### src/rtl/obstacle_mover.sv
// Frame-timed horizontal sprite mover: erase, step one pixel, redraw via plot/plot_ready.
// Optional OBSTACLE_BOUNCE_EN reverses direction at the edges instead of wrapping.
module obstacle_mover #(
   parameter int         SPRITE_W        = 4,
   parameter int         SPRITE_H        = 4,
   parameter int         X_START         = 10,
   parameter int         Y_START         = 58,
   parameter int         X_MIN           = 0,
   parameter int         X_MAX           = 156,
   parameter int         TICKS_PER_FRAME = 833333,
   parameter int         FRAMES_PER_STEP = 15,
   parameter logic [2:0] COLOUR          = 3'd2
) (
   input  logic       clock,
   input  logic       resetn,
   input  logic       enable,
   input  logic       plot_ready,
   output logic [7:0] x,
   output logic [6:0] y,
   output logic [2:0] colour,
   output logic       plot,
   output logic       busy,
   output logic       done,
   output logic       wrapped,
   output logic       overrun
);

   localparam int FW = (TICKS_PER_FRAME > 1) ? $clog2(TICKS_PER_FRAME) : 1;
   localparam int SW = (FRAMES_PER_STEP > 1) ? $clog2(FRAMES_PER_STEP) : 1;
   localparam logic [FW-1:0] F_LOAD   = FW'(TICKS_PER_FRAME - 1);
   localparam logic [SW-1:0] S_LOAD   = SW'(FRAMES_PER_STEP - 1);
   localparam logic [2:0]    COL_LAST = 3'(SPRITE_W - 1);
   localparam logic [2:0]    ROW_LAST = 3'(SPRITE_H - 1);
   localparam logic [7:0]    X_LO     = 8'(X_MIN);
   localparam logic [7:0]    X_HI     = 8'(X_MAX);
   localparam logic [7:0]    X_INIT   = 8'(X_START);
   localparam logic [6:0]    Y_TOP    = 7'(Y_START);

   typedef enum logic [2:0] {INIT, IDLE, ERASE, MOVE, DRAW} state_t;

   state_t        state, state_n;
   logic [FW-1:0] frame_cnt;
   logic [SW-1:0] step_cnt;
   logic          frame_tick, step;
   logic [7:0]    pos_x, pos_n, new_x;
   logic [2:0]    col, row, col_n, row_n, ncol, nrow;
   logic          last, edge_hit;
   logic [7:0]    x_n;
   logic [6:0]    y_n;
   logic [2:0]    colour_n;
   logic          plot_n, busy_n, done_n, wrapped_n, overrun_n;

   assign frame_tick = enable && (frame_cnt == '0);
   assign step       = frame_tick && (step_cnt == '0);

   always_ff @(posedge clock) begin
      if (!resetn) begin
         frame_cnt <= F_LOAD;
         step_cnt  <= S_LOAD;
      end else begin
         if (enable)
            frame_cnt <= frame_tick ? F_LOAD : frame_cnt - 1'b1;
         if (frame_tick)
            step_cnt <= (step_cnt == '0) ? S_LOAD : step_cnt - 1'b1;
      end
   end

`ifdef OBSTACLE_BOUNCE_EN
   logic dir_neg, dir_n;

   always_ff @(posedge clock) begin
      if (!resetn)
         dir_neg <= 1'b0;
      else if (state == MOVE)
         dir_neg <= dir_n;
   end

   always_comb begin
      dir_n    = dir_neg;
      edge_hit = 1'b0;
      new_x    = dir_neg ? pos_x - 8'd1 : pos_x + 8'd1;
      if (!dir_neg && pos_x == X_HI) begin
         dir_n    = 1'b1;
         edge_hit = 1'b1;
         new_x    = pos_x - 8'd1;
      end else if (dir_neg && pos_x == X_LO) begin
         dir_n    = 1'b0;
         edge_hit = 1'b1;
         new_x    = pos_x + 8'd1;
      end
   end
`else
   always_comb begin
      edge_hit = (pos_x == X_HI);
      new_x    = edge_hit ? X_LO : pos_x + 8'd1;
   end
`endif

   always_comb begin
      last      = (col == COL_LAST) && (row == ROW_LAST);
      ncol      = (col == COL_LAST) ? 3'd0 : col + 3'd1;
      nrow      = (col == COL_LAST) ? row + 3'd1 : row;
      state_n   = state;
      pos_n     = pos_x;
      col_n     = col;
      row_n     = row;
      plot_n    = plot;
      x_n       = x;
      y_n       = y;
      colour_n  = colour;
      done_n    = 1'b0;
      wrapped_n = 1'b0;
      overrun_n = overrun | (step && state != IDLE);
      unique case (state)
         IDLE: begin
            if (step) begin
               state_n  = ERASE;
               plot_n   = 1'b1;
               x_n      = pos_x;
               y_n      = Y_TOP;
               colour_n = 3'd0;
            end
         end
         MOVE: begin
            pos_n     = new_x;
            wrapped_n = edge_hit;
            state_n   = DRAW;
            plot_n    = 1'b1;
            x_n       = new_x;
            y_n       = Y_TOP;
            colour_n  = COLOUR;
         end
         INIT, ERASE, DRAW: begin
            // INIT leaves reset with plot low, so it loads its first pixel here
            if (!plot) begin
               plot_n   = 1'b1;
               x_n      = pos_x + {5'd0, col};
               y_n      = Y_TOP + {4'd0, row};
               colour_n = (state == ERASE) ? 3'd0 : COLOUR;
            end else if (plot_ready) begin
               if (last) begin
                  plot_n  = 1'b0;
                  col_n   = 3'd0;
                  row_n   = 3'd0;
                  state_n = (state == ERASE) ? MOVE : IDLE;
                  done_n  = (state == DRAW);
               end else begin
                  col_n = ncol;
                  row_n = nrow;
                  x_n   = pos_x + {5'd0, ncol};
                  y_n   = Y_TOP + {4'd0, nrow};
               end
            end
         end
         default: state_n = INIT;
      endcase
      busy_n = (state_n != IDLE);
   end

   always_ff @(posedge clock) begin
      if (!resetn) begin
         state   <= INIT;
         pos_x   <= X_INIT;
         col     <= 3'd0;
         row     <= 3'd0;
         plot    <= 1'b0;
         x       <= 8'd0;
         y       <= 7'd0;
         colour  <= 3'd0;
         busy    <= 1'b0;
         done    <= 1'b0;
         wrapped <= 1'b0;
         overrun <= 1'b0;
      end else begin
         state   <= state_n;
         pos_x   <= pos_n;
         col     <= col_n;
         row     <= row_n;
         plot    <= plot_n;
         x       <= x_n;
         y       <= y_n;
         colour  <= colour_n;
         busy    <= busy_n;
         done    <= done_n;
         wrapped <= wrapped_n;
         overrun <= overrun_n;
      end
   end

endmodule
### config.mk
export PLATFORM = sky130hd
export DESIGN_NAME = obstacle_mover
export DESIGN_NICKNAME = d
export VERILOG_FILES = /design/src/rtl/obstacle_mover.sv
export SDC_FILE = /design/constraint.sdc
export NUM_CORES = 1
export LEC_CHECK = 0
export CAP_MARGIN = 20
export CORE_MARGIN = 3
export CORE_UTILIZATION = 55
export DETAILED_ROUTE_END_ITERATION = 6
export GPL_TIMING_DRIVEN = 1
export MAX_ROUTING_LAYER = met4
export PLACE_DENSITY = 0.75
export SLEW_MARGIN = 20
export SYNTH_ARGS = -nofsm -noshare
export SYNTH_HDL_FRONTEND = slang
export SYNTH_SLANG_ARGS = --single-unit
### constraint.sdc
create_clock -name clock -period 4.2 [get_ports clock]
set_input_delay 0.84 -clock clock [delete_from_list [all_inputs] [get_ports clock]]
set_output_delay 0.84 -clock clock [all_outputs]
set_load 0.01 [all_outputs]
==> Word-level counts from Yosys, hierarchy flattened <==
Index checks and enable logic that the tools add are counted.
{ "classes": {"bitwise_logic": 1, "muxes": 32, "addsub": 9, "eq_ne": 13, "reduce_logical": 15} }
{ "op_table": {"columns": ["operator", "n"], "rows": [
  ["$mux 8", 5],
  ["$mux 3", 10],
  ["$mux 7", 4],
  ["$pmux 8 s3", 1],
  ["$pmux 7 s3", 1],
  ["$logic_not 20->1", 1],
  ["$mux 20", 1],
  ["$sub 20x1->20 const B", 1],
  ["$pmux 3 s3", 2],
  ["$add 8x3->8", 2],
  ["$add 6x3->7 const A", 2],
  ["$eq 3x2->1 const B", 4],
  ["$add 8x1->8 const B", 1],
  ["$eq 8x8->1 const B", 1],
  ["$add 3x1->3 const B", 2],
  ["$ne 3x1->1 const B", 2],
  ["$ne 3x3->1 const B", 2],
  ["$reduce_and 3->1", 2],
  ["$reduce_and 5->1", 1],
  ["$logic_and 1x1->1", 4],
  ["$logic_not 4->1", 1],
  ["$mux 1", 4],
  ["$mux 2", 2],
  ["$mux 4", 1],
  ["11 further kinds", 13]
]} }
{ "word_totals": {"out_inout_bits": 23, "wordCells": 84, "regBits": 64, "inputBits": 4} }

==> Longest topological paths before layout <==
{ "depth": {"depth_word": 7, "mapped_depth": 11, "mapped_depth_nobuf": 11} }

==> Worst setup path before layout <==
No wires, ideal clock.
{ "synth_path": {"path_type": "in2reg", "startpoint": "input port enable", "endpoint": "register x[5]", "path_buffers": 0, "stages": 5, "path_slack_ps": 1666, "setup_time_ps": 149, "arrival_time_ps": 2385, "t_required_ps": 4051, "cell_sequence": "or4b_4 > or4_4 > o21a_4 > o211ai_1 > o41ai_2"} }
{ "synth_via": {"elab_chain_cells": 4} }
{ "synth_lines": {"columns": ["element", "line_no", "text"], "rows": [
  ["start, declared", "16", "input logic enable,"],
  ["$logic_and 1x1->1", "53", "assign frame_tick = enable && (frame_cnt == '0);"],
  ["$logic_and 1x1->1", "54", "assign step = frame_tick && (step_cnt == '0);"],
  ["$ne 2x2->1 (no line)", null, null],
  ["$reduce_and 4->1 (no line)", null, null],
  ["end signal, assigned", "180", "x <= x_n;"],
  ["end, declared", "18", "output logic [7:0] x,"]
]} }
No other way between the ends.
A chain may end at the register's enable or synchronous reset.

==> Worst setup path after layout <==
Ends and elaborated chain as after synthesis.

==> flow_metrics.tcl <==
set metrics [dict create \
    ctsResizeCount 0 \
    maxSlewViolCount 0 \
    synthTopCellsByArea "dfxtp_1 (37%), a21oi_1 (5.4%), ha_1 (5.4%)" \
    synth_adder_area_share_pct 6.04 \
    coreArea_um2 5610 \
    cp.required_ns 4.41 \
    synth_edf_count 0 \
    antenna_found_initial 0 \
    rsz0062_at_grt "false" \
    die_y_um 82.6 \
    synth.most_common_cell "dfxtp_1" \
    utilization_pct 66.6 \
    slowest_delay_ns 0.59 \
    grtUsageTotal_pct 24.7 \
    row_count 27 \
    tightest_slew_ns 0.974 \
    min_path_type "reg -> reg" \
    fin_crit_sh_pct 69.2 \
    crit_arrival_ns 3.11 \
    synth_cell_type_count 59 \
    hold_viol 0 \
    place_hpwl_um 5380 \
    crit_path_end_kind "flip-flop" \
    grt_pass1_wl_um 12400 \
    pin_count 27 \
    root_buffer "clkbuf_8" \
    cts-buffers-inserted 9 \
    cts_max_path_buffers 2 \
    die_area_um2 6830 \
    syn-cell-area_um2 3230 \
    slew_headroom_pct 35.1 \
    synthTopCellsByCount "dfxtp_1 (60), a21oi_1 (35), nor2_1 (35), nand2_1 (34), o21ai_0 (26)" \
    worstSetupPathType "in -> reg" \
    synthMuxAreaShare_pct 1.59 \
    tns_ns 0 \
    synth-xor-area-share_pct 5.42 \
    synth_compound_area_share_pct 21.8 \
    post_cts_buffers 0 \
    viasPerCell 6.01 \
    worstPathMaxFanout 10 \
    grt_pass1_vias 2548 \
    synth-warning-count 0 \
    crit_path_start_kind "input port" \
    clk_latency_ns 0.34 \
    areaGrowthSynthToFinish_pct 15.5 \
    io_buffers 24 \
    slowest_stage "clkdlybuf4s50_1" \
    die_x_um 82.6 \
    status "completed" \
    drcViolationCount 0 \
    syn-mean-instance-area_um2 8.35 \
    ys_seq_area_share_pct 37.2 \
    synth_flop_cell "dfxtp_1" \
    synth_top_family_by_area "simple AND/OR/NAND/NOR gates" \
    fmax_mhz 344 \
    power_density_nw_per_um2 341 \
    path_clk_slew_ns 0.06 \
    synth_top_area_share_pct 37.2 \
    finalCriticalPeriod_ns 2.91 \
    synth-simple-area-share_pct 23.4 \
    synth_area_leader_cell "dfxtp_1" \
    peakVddDrop_uv 309 \
    async_flop_share_pct 0 \
    drv_cap 0 \
    antenna_left 0 \
    hold_buffers 0 \
    grt_max_degree 29 \
    synthCells 387 \
    cp_cell_sequence "clkdlybuf4s50_1 -> or4b_4 -> or4_4 -> o21a_4 -> o211ai_1 -> o41ai_2" \
    final_nets 426 \
    grt-ovfl-total 0 \
    start_util_pct 57.6 \
    routed-via-count 2907 \
    power.leakage_nw 1.40 \
    wirelength_um 7620 \
    cts_tree "done" \
    final_layout_size_suffix_gt1_share_pct 7.04 \
    first_iter_violations 213 \
    ys_ff_latch 60 \
    firstDrtPassIters 4 \
    htreeDepth 3 \
    wl_per_cell_um 15.7 \
    setup_viol 0 \
    fin_skew_ns 0.00461 \
    clkSinkCount 60 \
    gp_congestion 0.949 \
    diodes 0 \
]
## layer usage
metal,track usage (%),share of wire [%],vias to the layer above
li1,-,-,1447
met1,34.6,50,1361
met2,34.1,42,92
met3,7.70,6.8,7
met4,6.37,0.85,0
met5,-,0,-
## power by group
part           internal [W]  switching, W
Combinational     0.0000388     0.0000463
Clock              0.000368      0.000224
Sequential         0.000582     0.0000126
Total              0.000989      0.000283
## cells by family (layout without fill, tap and decap cells)
family                     Yosys count  after routing
AOI/OAI and AO/OA                  107            107
other                                1              2
buffers and inverters               34             58
muxes                                5              5
xor gates and xnor gates            20             20
and+or+nand+nor                    145            145
DFF                                 60             60
adders and majority gates           15             15
## cell usage in the layout (no fill, tap or decap), types with 11 or more instances in the layout
cell type	count
inv_1	13
clkdlybuf4s50_1	24
ha_1	14
xor2_1	12
nand3_1	20
o21ai_0	26
dfxtp_1	60
a21oi_1	35
clkbuf_8	11
nand2_1	34
nor2_1	35
## worst paths after layout
kind / start / end / slack [ns] / cells after the start
worst min register to register: col[2] / col[2] / 0.46 / 2
worst max-delay path: enable / x[5] / 1.29 / 6
worst max register to register: col[0] / x[4] / 1.44 / 11
worst min-delay path: col[2] / col[2] / 0.46 / 2
## critical path: cells and delay by family
family / cells / cell delay, ns
buffers and inverters: 1 / 0.59
AND/OR/NAND/NOR: 2 / 1.09
AO/OA/AOI/OAI: 3 / 0.58
## flip-flops by register name, summed over array words and instances (netlist names)
name and flops:
done 1, step_cnt 4, row 3, col 3, frame_cnt 20, busy 1, wrapped 1, plot 1
state 3, x 8, y 5, overrun 1, colour 1, pos_x 8
## per-stage QoR
stage / instances / hold slack [ns] / total power [W] / worst slack (ns) / cell area (um2)
after detailed placement: 468 / 0.451 / 0.000691 / 0.955 / 3500
final: 484 / 0.456 / 0.00127 / 1.29 / 3730
after global placement: 468 / 0.447 / 0.000689 / 0.994 / 3500
after floorplan: 388 / 0.429 / 0.000658 / 1.67 / 3230
after global routing: 484 / 0.479 / 0.00132 / 1.15 / 3730
after CTS: 484 / 0.460 / 0.00128 / 1.31 / 3730
## layout make-up
class | instances | area, um2
inverters | 14 | 52.6
fillers | 489 | 1880
flip-flops and latches | 60 | 1200
multi-input cells | 294 | 1890
clock buffers | 13 | 159
clock inverters | 3 | 68.8
well taps | 72 | 90.1
repair buffers | 28 | 270
Note: power is estimated with default switching activity, not from simulation.
